--- src/rtl/alu_op_driver.sv ---
// Sequencing initiator for a combinational ALU slice: latches one command, runs one or two
// chained passes through the slice, and holds the registered result until it is consumed.
module alu_op_driver #(
    parameter int WIDTH = 16,
    parameter int CNT_W = 16
) (
    input  logic               clk,
    input  logic               rst,
    input  logic               cmd_valid,
    output logic               cmd_ready,
    input  logic [2*WIDTH-1:0] cmd_a,
    input  logic [2*WIDTH-1:0] cmd_b,
    input  logic [3:0]         cmd_select,
    input  logic               cmd_mode,
    input  logic               cmd_carry_in,
    input  logic               cmd_wide,
    output logic [WIDTH-1:0]   alu_in_a,
    output logic [WIDTH-1:0]   alu_in_b,
    output logic [3:0]         alu_select,
    output logic               alu_mode,
    output logic               alu_carry_in,
    input  logic [WIDTH-1:0]   alu_result,
    input  logic               alu_carry_out,
    input  logic               alu_compare,
    output logic               rsp_valid,
    input  logic               rsp_ready,
    output logic [2*WIDTH-1:0] rsp_result,
    output logic               rsp_carry,
    output logic               rsp_equal,
    output logic               busy,
    output logic [CNT_W-1:0]   ops_done
);

    typedef enum logic [1:0] {IDLE, LO, HI, DONE} state_t;

    state_t             state;
    state_t             state_nxt;

    logic [2*WIDTH-1:0] a_q;
    logic [2*WIDTH-1:0] b_q;
    logic [3:0]         sel_q;
    logic               mode_q;
    logic               cin_q;
    logic               wide_q;

    logic [2*WIDTH-1:0] result_q;
    logic               carry_q;
    logic               equal_q;
    logic [CNT_W-1:0]   ops_q;

    logic               accept;
    logic               retire;

    assign accept = cmd_valid && cmd_ready;
    assign retire = rsp_valid && rsp_ready;

    always_ff @(posedge clk or negedge rst) begin
        if (!rst) begin
            state <= IDLE;
        end else begin
            state <= state_nxt;
        end
    end

    always_comb begin
        state_nxt = state;
        case (state)
            IDLE:    if (accept) state_nxt = LO;
            LO:      state_nxt = wide_q ? HI : DONE;
            HI:      state_nxt = DONE;
            DONE:    if (retire) state_nxt = IDLE;
            default: state_nxt = IDLE;
        endcase
    end

    // ALU lines are only live during a pass; the high pass chains the low-pass carry.
    always_comb begin
        cmd_ready    = 1'b0;
        rsp_valid    = 1'b0;
        busy         = 1'b1;
        alu_in_a     = '0;
        alu_in_b     = '0;
        alu_select   = '0;
        alu_mode     = 1'b0;
        alu_carry_in = 1'b0;
        case (state)
            IDLE: begin
                cmd_ready = rst;
                busy      = 1'b0;
            end
            LO: begin
                alu_in_a     = a_q[WIDTH-1:0];
                alu_in_b     = b_q[WIDTH-1:0];
                alu_select   = sel_q;
                alu_mode     = mode_q;
                alu_carry_in = cin_q;
            end
            HI: begin
                alu_in_a     = a_q[2*WIDTH-1:WIDTH];
                alu_in_b     = b_q[2*WIDTH-1:WIDTH];
                alu_select   = sel_q;
                alu_mode     = mode_q;
                alu_carry_in = carry_q;
            end
            DONE: begin
                rsp_valid = 1'b1;
            end
            default: begin
                busy = 1'b0;
            end
        endcase
    end

    always_ff @(posedge clk or negedge rst) begin
        if (!rst) begin
            a_q    <= '0;
            b_q    <= '0;
            sel_q  <= '0;
            mode_q <= 1'b0;
            cin_q  <= 1'b0;
            wide_q <= 1'b0;
        end else if (accept) begin
            a_q    <= cmd_a;
            b_q    <= cmd_b;
            sel_q  <= cmd_select;
            mode_q <= cmd_mode;
            cin_q  <= cmd_carry_in;
            wide_q <= cmd_wide;
        end
    end

    // Result registers only move during passes, so they stay frozen while DONE waits.
    always_ff @(posedge clk or negedge rst) begin
        if (!rst) begin
            result_q <= '0;
            carry_q  <= 1'b0;
            equal_q  <= 1'b0;
        end else if (state == LO) begin
            result_q[WIDTH-1:0] <= alu_result;
            carry_q             <= alu_carry_out;
            equal_q             <= alu_compare;
            if (!wide_q) begin
                result_q[2*WIDTH-1:WIDTH] <= '0;
            end
        end else if (state == HI) begin
            result_q[2*WIDTH-1:WIDTH] <= alu_result;
            carry_q                   <= alu_carry_out;
            equal_q                   <= equal_q && alu_compare;
        end
    end

    always_ff @(posedge clk or negedge rst) begin
        if (!rst) begin
            ops_q <= '0;
        end else if (retire) begin
            ops_q <= ops_q + CNT_W'(1);
        end
    end

    assign rsp_result = result_q;
    assign rsp_carry  = carry_q;
    assign rsp_equal  = equal_q;
    assign ops_done   = ops_q;

endmodule

--- config.mk ---
export PLATFORM = sky130hd
export DESIGN_NAME = alu_op_driver
export DESIGN_NICKNAME = d
export VERILOG_FILES = /design/src/rtl/alu_op_driver.sv
export SDC_FILE = /design/constraint.sdc
export NUM_CORES = 1
export LEC_CHECK = 0
export BUFFER_PORTS_ARGS = -buffer_cell sky130_fd_sc_hd__buf_2
export CORE_UTILIZATION = 45
export CTS_BUF_LIST = sky130_fd_sc_hd__clkbuf_8
export CTS_CLUSTER_SIZE = 25
export DETAILED_ROUTE_END_ITERATION = 10
export GPL_TIMING_DRIVEN = 0
export HOLD_SLACK_MARGIN = 0.03
export PLACE_DENSITY = 0.73
export SYNTH_ARGS = -nofsm -noshare
export SYNTH_HDL_FRONTEND = slang
export SYNTH_SLANG_ARGS = --single-unit
export TNS_END_PERCENT = 1
--- constraint.sdc ---
create_clock -name clk -period 2.75 [get_ports clk]
set_clock_uncertainty 0.1 [all_clocks]
set_input_delay 0.4125 -clock clk [delete_from_list [all_inputs] [get_ports clk]]
set_output_delay 0.4125 -clock clk [all_outputs]
set_load 0.05 [all_outputs]
After elaboration in Yosys (flattened, before gate mapping)
Index checks and enable logic that the tools add are counted.
- word-level logic and storage cells: 46
- register bits after elaboration: 123
- multiplexer cells: 19
- reduce and logical (&&, ||, !) cells: 8
- $add $sub $neg: 1
- eq/ne operators: 6
- operators by type and width (cell ; count):
    case mux 16 bit (2 select lines) ; 2
    two-way mux 16 bit ; 3
    adder 16 x 1 -> 16 bit, second input constant ; 1
    two-way mux 1 bit ; 9
    case mux 2 bit (4 select lines) ; 1
    inequality test 2 bit, second input constant ; 3
    == test 2 bit, second input constant ; 2
    two-way mux 2 bit ; 2
    two-way mux 4 bit ; 1
    AND reduction 2 bit ; 2
    logical AND 1 bit ; 3
    == test 2 x 1 -> 1 bit, second input constant ; 1
    logical NOT 2 bit ; 1
    case mux 1 bit (2 select lines) ; 1
    nonzero test 2 bit ; 1
    OR reduction 2 bit ; 1

Depth between registers and ports, before layout
Gate-level depths: netlist of run 1.
- depth in word-level cells: 5
- mapped depth: 8
- mapped depth without buffers: 5

Least setup slack after synthesis of run 1
Ideal clock, no wire load.
- path kind: register to output
- start: register state[0]
- end: output port alu_carry_in
- arrival time: 1800 ps
- path slack: 437 ps
- data required time: 2237 ps
- stages on the path, launching flop included: 8
- path through: dfrtp_1 -> inv_1 -> ha_1 -> buf_2 -> and2_1 -> clkbuf_1 -> buf_2 -> a22o_1
- longest elaborated chain between the ends: 2
- elaborated cells on any way between the ends: 3
- ends and longest elaborated chain (element ; RTL line ; text):
    start, declared ; 36 ; state_t state;
    start signal, assigned ; 61 ; state <= state_nxt;
    == test 2 bit or == test 2 x 1 -> 1 bit (tied branches) ; 86 ; case (state)
    case mux 1 bit (2 select lines) (*) ; 86 ;
    end, declared ; 21 ; output logic alu_carry_in,
Mark *: on every way between the ends. The rest lies on a longest branch, timed or not.

Worst setup path in the final report of run 1
- start: register state[1]
- end: output port alu_in_b[14]
- longest elaborated chain between the ends: 2
- elaborated cells on any way between the ends: 3
- ends and longest elaborated chain (element ; RTL line ; text):
    == test 2 bit or == test 2 x 1 -> 1 bit (tied branches) ; 86 ;
    case mux 16 bit (2 select lines) (*) ; 86 ;
    end, declared ; 18 ; output logic [WIDTH-1:0] alu_in_b,
Marked as above.

==> results.py, run 1 <==
metrics = {
    "run_status": {
        "outcome": "finished clean",
    },
    "placement": {
        "place.port_buffers": 183,
        "dpl.hpwl_um": 8300,
        "post_dp_cell_area_um2": 6280,
        "post-place-ws_ps": 36.1,
        "gp_congestion": 0.738,
    },
    "sta": {
        "rsz0062_at_grt": "yes",
        "fmax_mhz": 375,
        "fin_crit_ps": 2670,
        "setup_viol": 0,
        "drv_slew": 0,
        "holdWs_ps": 102,
        "fin_crit_sh_pct": 96.9,
        "final.setup.worst_slack_ps": 84.1,
        "worstMarginPinSlew_ps": 362,
        "slew_headroom_pct": 75.7,
        "hold_violations": 0,
    },
    "power_and_ir_drop": {
        "power_density_nw_per_um2": 1430,
        "p_total_mw": 9.82,
        "switching_power_mw": 4.42,
        "netSwitchingFraction_pct": 45.0,
        "internal_power_mw": 5.41,
        "vdd_drop_max_uv": 901,
        "seqPwrFrac_pct": 30.7,
        "pwr-share-comb_pct": 52.3,
        "p_leak_nw": 3.47,
        "clockPowerShare_pct": 17.0,
    },
    "route": {
        "firstDrtPassIters": 4,
        "routed_via_density": 5.17,
        "ant_nets": 0,
        "drcViolationCount": 0,
        "initialDrtViolationCount": 142,
        "avgRoutedWirePerCell_um": 16.8,
        "vias": 3668,
        "wirelength_um": 11900,
    },
    "setup_path": {
        "slowest_delay_ps": 410,
        "crit_required_ps": 2240,
        "arrival_ps": 2150,
        "setup.worst_path.end_class": "output pin",
        "path_max_fanout": 10,
        "crit_slowest_cell": "dfrtp_1",
        "critPathLaunchType": "flop",
        "path_cells": "inv_2, ha_1, buf_4, and2_4, buf_6, a22o_1, buf_4",
        "worstSetupPathType": "flop to output pin",
        "timing.critical_path.mode_cell": "buf_4",
    },
    "clocking": {
        "htree_levels": 4,
        "cts_tree": "done",
        "cts_root_buf": "clkbuf_8",
        "clock_path_buffers": 2,
        "clk_pin_slew_worst_paths_ps": 70,
        "cts.sinks": 123,
        "clk_latency_ps": 430,
        "cts_inserted_buffers": 17,
    },
    "min_path": {
        "hold_class": "primary input to flop",
    },
    "finish": {
        "drive_above_1_share_pct": 58.9,
        "area_growth_syn_to_layout_pct": 33.6,
        "utilization_pct": 62.7,
        "design_area_um2": 6890,
        "n_antenna_cell": 0,
        "nNetsFinal": 655,
        "fill_cells": 873,
    },
    "die": {
        "die-height_um": 109,
        "dieArea_um2": 11900,
        "pin_count": 184,
        "initial_core_util_pct": 47.0,
        "rows": 38,
        "coreArea_um2": 11000,
        "die_x_um": 109,
    },
    "job": {
        "drv_cap": 0,
    },
    "synthesis": {
        "ys_types": 26,
        "syn_nets": 451,
        "syn_inst": 352,
        "ys.warnings.count": 0,
        "synth_top_cell_area_share_pct": 59.7,
        "seq_area_frac_synth_pct": 59.7,
        "syn_area_per_cell_um2": 14.7,
        "ys_ff_latch": 123,
        "synth_top_area_cell": "dfrtp_1",
        "ys_top_cells_by_area": "dfrtp_1, mux2_2, a22o_1, xnor2_1, buf_6",
        "syn_area_um2": 5160,
    },
    "global_route": {
        "grt_pass1_wl_um": 18700,
        "grt-ovfl-total": 0,
        "grt_pass1_vias": 3830,
        "grt_max_degree": 107,
        "antenna_found_initial": 0,
        "track_usage_pct": 21.2,
    },
}
## timing repair
| action | CTS | global route |
|---|---|---|
| resized for setup | 44 | 15 |
| hold buffers | 1 | 0 |
| pin swaps | 0 | 1 |
| gates cloned | 0 | 1 |
| endpoints found under the setup margin | 33 | 31 |
| hold endpoints to repair | 19 | 0 |
| buffers inserted | 1 | 0 |
## final cells by class
cell class / instances / area (µm²) / share of cell area (%)
Timing Repair Buffer: 187 / 1100 / 16.0
Buffer: 20 / 191 / 2.78
Clock inverter: 12 / 145 / 2.11
Clock buffer: 20 / 275 / 3.99
Inverter: 4 / 15.0 / 0.218
Sequential cell: 123 / 3080 / 44.7
Multi-Input combinational cell: 203 / 1910 / 27.7
Tap cell: 140 / 175 / 2.54
## power groups by stage
stage	clock (mW)	sequential [mW]	combinational (mW)
after floorplan	0	3.81	2.92
after global placement	0	3.01	4.75
after detailed placement	0	3.05	4.85
after CTS	1.71	3.02	5.08
after global routing	1.77	3.12	5.43
final	1.67	3.02	5.13
## routing by layer
metal	wire length (µm)	track usage, %
met5	0	0
met2	5770	34.7
met1	4950	25.2
met3	914	8.43
met4	236	7.72
## metrics by stage
step | TNS, ps | instances
after global placement | -107110 | 675
after CTS | 0 | 708
final | 0 | 709
after detailed placement | 0 | 676
after global routing | -2.75 | 709
after floorplan | 0 | 352
## state kept, by name, summed over array words and instances, names as in the netlist, 2 cells and up
| signal | count |
|---|---|
| a_q | 32 |
| b_q | 32 |
| rsp_result | 32 |
| ops_done | 16 |
| sel_q | 4 |
| state | 2 |
## critical path: cells and delay by family, from the launching register on
| family | cells | cell delay [ps] |
|---|---|---|
| fa+ha+maj | 1 | 270 |
| flops | 1 | 410 |
| compound gates | 1 | 240 |
| buf+inv | 4 | 590 |
| simple gates | 1 | 200 |
## path summary, 6_finish.rpt
| kind | endpoint | cells after the start | slack [ps] | from |
|---|---|---|---|---|
| max | alu_in_b[14] | 7 | 80 | state[1] |
| min | a_q[11] | 2 | 100 | cmd_a[11] |
| max reg2reg | rsp_result[30] | 8 | 840 | state[0] |
| min reg2reg | ops_done[15] | 1 | 380 | ops_done[15] |
| max in group asynchronous | rsp_result[6] | 3 | 1700 | rst |
| min in group asynchronous | rsp_result[9] | 2 | 290 | rst |
## placed cells by master, fill, tap and decap left out
cell type | synthesis | final
clkbuf_16 | 0 | 1
nor3_2 | 1 | 1
xor2_1 | 3 | 3
clkinvlp_4 | 0 | 4
nor2_4 | 1 | 1
buf_6 | 7 | 23
and3_1 | 1 | 1
and2_4 | 0 | 2
ha_1 | 6 | 6
a21oi_1 | 3 | 3
nand2_2 | 1 | 1
nand4_1 | 3 | 3
mux2_2 | 89 | 89
inv_2 | 0 | 2
buf_16 | 0 | 1
clkinv_2 | 0 | 5
nor2_1 | 2 | 2
buf_4 | 3 | 26
nand3_1 | 3 | 3
a22o_1 | 49 | 49
bufinv_16 | 0 | 3
dfrtp_1 | 123 | 123
xnor2_1 | 12 | 12
dlygate4sd3_1 | 0 | 1
and2_1 | 8 | 6
buf_2 | 11 | 155
nor2b_1 | 3 | 3
nand4_2 | 1 | 1
nor4b_1 | 1 | 1
and4_1 | 5 | 5
o21ai_0 | 2 | 2
inv_1 | 4 | 2
clkbuf_8 | 0 | 20
nand2_1 | 9 | 9
## logic make-up (layout without fill, tap and decap cells)
group	after synthesis	in the layout	synth area share, %
adder cells (fa/ha/maj)	6	6	1.46
XOR/XNOR	15	15	2.55
flip-flops	123	123	59.7
buffers and inverters	26	243	3.40
AND/OR/NAND/NOR	39	39	4.71
multiplexers	89	89	19.4
AO/OA/AOI/OAI	54	54	8.80
## synthesized netlist by cell type (all sizes together)
cell and n:
xnor2 12, a21oi 3, mux2 89, o21ai 2
clkbuf 1, nor3 1, xor2 3, nor4b 1
and4 5, nor2b 3, nand2 10, nand3 3
and2 8, nand4 4, dfrtp 123, a22o 49
ha 6, inv 4, nor2 3, buf 21
and3 1
Power figures use the tool's default switching activity.
==> run 2: changes to the inputs <==
CORE_UTILIZATION = 51   (was 45)
PLACE_DENSITY = 0.82   (was 0.73)
SLEW_MARGIN = 20   (was not set)
==> run 2 against run 1 <==
Effect of this change:
- first-iteration DRC count is 35% lower
- die area shrank 12%
- power decreased by 0.85%
- highest routed layer unchanged
- worst setup slack improved by 30 ps
- sequential power about the same
- critical path depth is 1 higher
- cell area is essentially flat
- utilization up 7.8 points
- count of clock-buffer cells in the layout decreased by 3
- cell count down 0.56%
==> results.py, run 2 (synthesis gave the netlist of run 1 again) <==
metrics = {
    "setup_path": {
        "rr_worst_depth": 7,
        "setup.worst_path.end_class": "output pin",
        "ff2ff_setup_slack_ps": 890,
        "critPathLaunchType": "flop",
        "reg2reg_to": "rsp_result[30]",
        "path_max_fanout": 10,
        "arrival_ps": 2120,
        "r2r-start": "state[1]",
        "worstSetupPathType": "flop to output pin",
        "crit_required_ps": 2240,
    },
    "sta": {
        "fin_crit_sh_pct": 95.9,
        "final.setup.worst_slack_ps": 114,
        "fmax_mhz": 379,
        "holdWs_ps": 122,
        "drv_slew": 0,
        "worstMarginPinSlew_ps": 339,
        "hold_violations": 0,
        "setup_viol": 0,
        "rsz0062_at_grt": "no",
        "fin_crit_ps": 2640,
        "slew_headroom_pct": 77.3,
    },
    "global_route": {
        "globalRouteMet1Util_pct": 28.4,
        "grt_max_degree": 69,
        "antenna_found_initial": 0,
        "grt_pass1_wl_um": 17800,
        "grt-ovfl-total": 0,
        "grt_pass1_vias": 3717,
        "track_usage_pct": 22.7,
        "busiest_layer": "met2",
        "grt_use_met3_pct": 6.98,
        "grtUsageMet2_pct": 37.2,
    },
    "die": {
        "die_x_um": 103,
        "initial_core_util_pct": 52.8,
        "coreArea_um2": 9770,
        "rows": 36,
        "dieArea_um2": 10500,
        "die-height_um": 103,
        "pin_count": 184,
    },
    "route": {
        "ant_nets": 0,
        "initialDrtViolationCount": 92,
        "routed_via_density": 5.15,
        "drcViolationCount": 0,
        "vias": 3634,
        "firstDrtPassIters": 4,
        "avgRoutedWirePerCell_um": 16.9,
        "wirelength_um": 11900,
    },
    "clocking": {
        "clk_pin_slew_worst_paths_ps": 70,
        "cts_root_buf": "clkbuf_8",
        "clock_path_buffers": 2,
        "clk_latency_ps": 420,
        "cts_tree": "done",
        "htree_levels": 4,
        "cts.sinks": 123,
        "cts_inserted_buffers": 17,
    },
    "run_status": {
        "outcome": "finished clean",
    },
    "job": {
        "drv_cap": 0,
    },
    "finish": {
        "final_common_cell": "buf_2",
        "final_cells": 705,
        "area_growth_syn_to_layout_pct": 33.7,
        "nNetsFinal": 659,
        "utilization_pct": 70.5,
        "final_cell_mix": "buf_2, dfrtp_1, mux2_2",
        "n_antenna_cell": 0,
        "drive_above_1_share_pct": 58.4,
    },
    "min_path": {
        "hold_path_end": "b_q[6]",
        "min_from": "cmd_b[6]",
        "min_delay_path_depth": 2,
        "hold_class": "primary input to flop",
    },
    "power_and_ir_drop": {
        "vdd_drop_max_uv": 1250,
        "p_leak_nw": 3.48,
        "power_density_nw_per_um2": 1410,
        "p_total_mw": 9.74,
    },
    "placement": {
        "dp_cells": 669,
        "dpl.hpwl_um": 8330,
        "gp_congestion": 0.735,
        "post-place-ws_ps": 53.0,
        "place.port_buffers": 183,
    },
}
run 2: metal layers:
layer	share of wire, %	vias up	wire length [µm]
met3	4.9	15	585
met2	51	120	6050
met5	0	-	0
met1	43	1808	5080
met4	1.6	0	188
li1	-	1691	-
run 2: cell type report:
| class | instances | area [µm²] |
|---|---|---|
| clock buffer | 17 | 234 |
| timing repair buffer | 190 | 1190 |
| sequential | 123 | 3080 |
| inverter | 4 | 15.0 |
| multi-input combinational | 203 | 1910 |
| tap | 133 | 166 |
| fill | 710 | 2880 |
| clock inverter | 14 | 109 |
| buffer | 21 | 195 |
run 2: worst max-delay path, cell delays in order (launching register included):
cell     delay [ps]
dfrtp_1         400
inv_1           120
ha_1            250
buf_6           150
and2_1          140
buf_6           140
buf_6           140
a22o_1          180
buf_4           190
run 2: repair_timing:
item / 4_1_cts / 5_1_grt
endpoints found under the setup margin: 33 / 30
setup buffers: 0 / 4
gates resized for setup: 44 / 28
hold endpoints to repair: 57 / 0
pin swaps: 0 / 0
hold buffers: 2 / 0
run 2: through the flow:
| stage | cell area (µm²) | TNS [ps] |
|---|---|---|
| after floorplan | 5160 | 0 |
| after detailed placement | 6270 | 0 |
| final | 6900 | 0 |
| after global routing | 6900 | 0 |
| after CTS | 6760 | 0 |
| after global placement | 6240 | -100920 |
run 2: power by group:
part / switching, mW / total (mW) / internal, mW / leakage, nW
Clock: 0.707 / 1.40 / 0.696 / 0.184
Sequential: 0.445 / 3.05 / 2.61 / 1.51
Combinational: 3.32 / 5.28 / 1.96 / 1.78
run 2: how the worst max path moves through the flow:
stage | to | cells past startpoint | slack (ps) | startpoint
CTS | alu_in_b[2] | 8 | 10 | state[1]
global route | alu_in_a[0] | 7 | 20 | state[0]
finish | alu_carry_in | 8 | 110 | state[1]
detailed placement | alu_in_a[6] | 8 | 50 | state[0]
global placement | a_q[21] | 5 | -910 | rst
floorplan | alu_carry_in | 7 | 440 | state[0]
==> run 3: changes to the inputs <==
CORE_UTILIZATION = 40   (was 51)
PLACE_DENSITY = 0.67   (was 0.82)
clock period = 3.36 ns   (was 2.75 ns; I/O delays follow)
==> run 3 against run 2 <==
Effect of this change:
- utilization shrank 18 points
- routed wire length rose by 0.17%
- count of clock-buffer cells in the layout rose by 2
- sequential share of layout area rose by 1.6 points
- die area up 27%
- worst hold slack better by 74 ps
- clock power decreased by 21%
- via count is 0.41% higher
- non-clock buffer count down 5
- cell area shrank 3.4%
- highest routed layer unchanged
- register-to-register slack improved by 460 ps
==> results.py, run 3 (synthesis gave the netlist of run 1 again) <==
metrics = {
    "run_status": {
        "outcome": "finished clean",
    },
    "clocking": {
        "clk_pin_slew_worst_paths_ps": 70,
        "clock_path_buffers": 2,
        "cts_inserted_buffers": 17,
        "clk_latency_ps": 430,
        "cts_tree": "done",
        "htree_levels": 4,
        "cts.sinks": 123,
        "cts_root_buf": "clkbuf_8",
    },
    "finish": {
        "final_cells": 737,
        "final_cell_mix": "buf_2, dfrtp_1, mux2_2",
        "n_antenna_cell": 0,
        "regArea_um2": 3080,
        "multiInputGateArea_um2": 1910,
        "design_area_um2": 6660,
        "final_common_cell": "buf_2",
        "area_growth_syn_to_layout_pct": 29.2,
        "nNetsFinal": 654,
        "drive_above_1_share_pct": 56.8,
        "utilization_pct": 52.8,
        "fill_cells": 1152,
    },
    "sta": {
        "fin_crit_ps": 3130,
        "holdWs_ps": 196,
        "hold_violations": 0,
        "slew_headroom_pct": 66.8,
        "drv_slew": 0,
        "worstMarginPinSlew_ps": 498,
        "fin_crit_sh_pct": 93.1,
        "setup_viol": 0,
        "rsz0062_at_grt": "no",
        "fmax_mhz": 320,
    },
    "placement": {
        "dpl.hpwl_um": 8540,
        "dp_cells": 708,
        "place.port_buffers": 183,
        "post_dp_cell_area_um2": 6320,
        "gp_congestion": 0.708,
    },
    "die": {
        "die_x_um": 116,
        "initial_core_util_pct": 40.9,
        "coreArea_um2": 12600,
        "die-height_um": 116,
        "rows": 41,
        "pin_count": 184,
        "dieArea_um2": 13400,
    },
    "route": {
        "ant_nets": 0,
        "firstDrtPassIters": 4,
        "avgRoutedWirePerCell_um": 16.2,
        "routed_via_density": 4.95,
        "vias": 3649,
        "initialDrtViolationCount": 134,
        "wirelength_um": 11900,
        "drcViolationCount": 0,
    },
    "global_route": {
        "track_usage_pct": 19.1,
        "grt_pass1_vias": 3755,
        "antenna_found_initial": 0,
        "grt-ovfl-total": 0,
        "grt_max_degree": 75,
        "grt_pass1_wl_um": 19200,
    },
    "setup_path": {
        "path_max_fanout": 10,
        "arrival_ps": 2520,
        "r2r-start": "state[0]",
        "critPathLaunchType": "flop",
        "rr_worst_depth": 8,
        "setup.worst_path.end_class": "output pin",
        "worstSetupPathType": "flop to output pin",
        "reg2reg_to": "rsp_equal",
        "ff2ff_setup_slack_ps": 1350,
        "crit_required_ps": 2760,
    },
    "power_and_ir_drop": {
        "p_total_mw": 7.54,
        "internal_power_mw": 4.01,
        "vdd_drop_max_uv": 672,
        "clockPowerShare_pct": 14.8,
        "power_density_nw_per_um2": 1130,
        "netSwitchingFraction_pct": 46.8,
        "switching_power_mw": 3.53,
        "seqPwrFrac_pct": 32.9,
        "p_leak_nw": 3.43,
        "pwr-share-comb_pct": 52.3,
    },
    "min_path": {
        "hold_class": "primary input to flop",
        "min_from": "cmd_a[10]",
        "hold_path_end": "a_q[10]",
        "min_delay_path_depth": 2,
    },
    "job": {
        "drv_cap": 0,
    },
}
-- run 3: layout make-up --
| type | instances | share of cell area [%] |
|---|---|---|
| Buffer | 21 | 2.42 |
| Clock buffer | 19 | 3.92 |
| Multi-Input combinational cell | 203 | 28.6 |
| Timing Repair Buffer | 185 | 14.4 |
| Clock inverter | 10 | 0.995 |
| Sequential cell | 123 | 46.2 |
| Tap cell | 172 | 3.23 |
| Inverter | 4 | 0.225 |
-- run 3: power groups by stage --
stage / Combinational (mW) / Clock [mW] / Sequential [mW]
3_3_place_gp: 3.91 / 0 / 2.47
2_1_floorplan: 2.39 / 0 / 3.12
4_1_cts: 3.98 / 1.15 / 2.49
6_report: 3.94 / 1.11 / 2.48
3_5_place_dp: 3.97 / 0 / 2.50
5_1_grt: 4.18 / 1.22 / 2.57
-- run 3: repair_timing --
| item | 4_1_cts | 5_1_grt |
|---|---|---|
| endpoints found under the setup margin | 4 | 30 |
| hold endpoints to repair | 51 | 0 |
| buffers inserted | 0 | 0 |
| resized for setup | 1 | 2 |
| hold buffers | 1 | 0 |
-- run 3: metrics by stage --
step	TNS [ps]	setup WS [ps]
floorplan	0	956
global placement	-37780	-532
detailed placement	0	459
CTS	0	7.41
global route	0	19.3
finish	0	233
-- run 3: worst max path at each step --
stage              endpoint  depth (start not counted)      from  slack [ps]
2_1_floorplan  alu_carry_in                          7  state[0]         960
6_report       alu_carry_in                          8  state[0]         230
4_1_cts        alu_carry_in                          8  state[0]           7
3_5_place_dp    alu_in_b[2]                          8  state[0]         460
3_3_place_gp         a_q[0]                          5       rst        -530
5_1_grt        alu_carry_in                          8  state[0]          20
-- run 3: layer usage --
metal / global-route usage, % / up-vias / routed length, µm
met2: 29.0 / 138 / 5460
li1: - / 1684 / -
met1: 24.4 / 1810 / 5350
met5: 0 / - / 0
met4: 8.14 / 0 / 221
met3: 7.32 / 17 / 899
-- run 3: worst max-delay path: stages, from the launching register on --
cell and delay [ps]:
dfrtp_1 380, inv_1 110, ha_1 300, buf_2 240
and2_1 160, buf_2 180, buf_2 280, a22o_1 180
buf_2 260
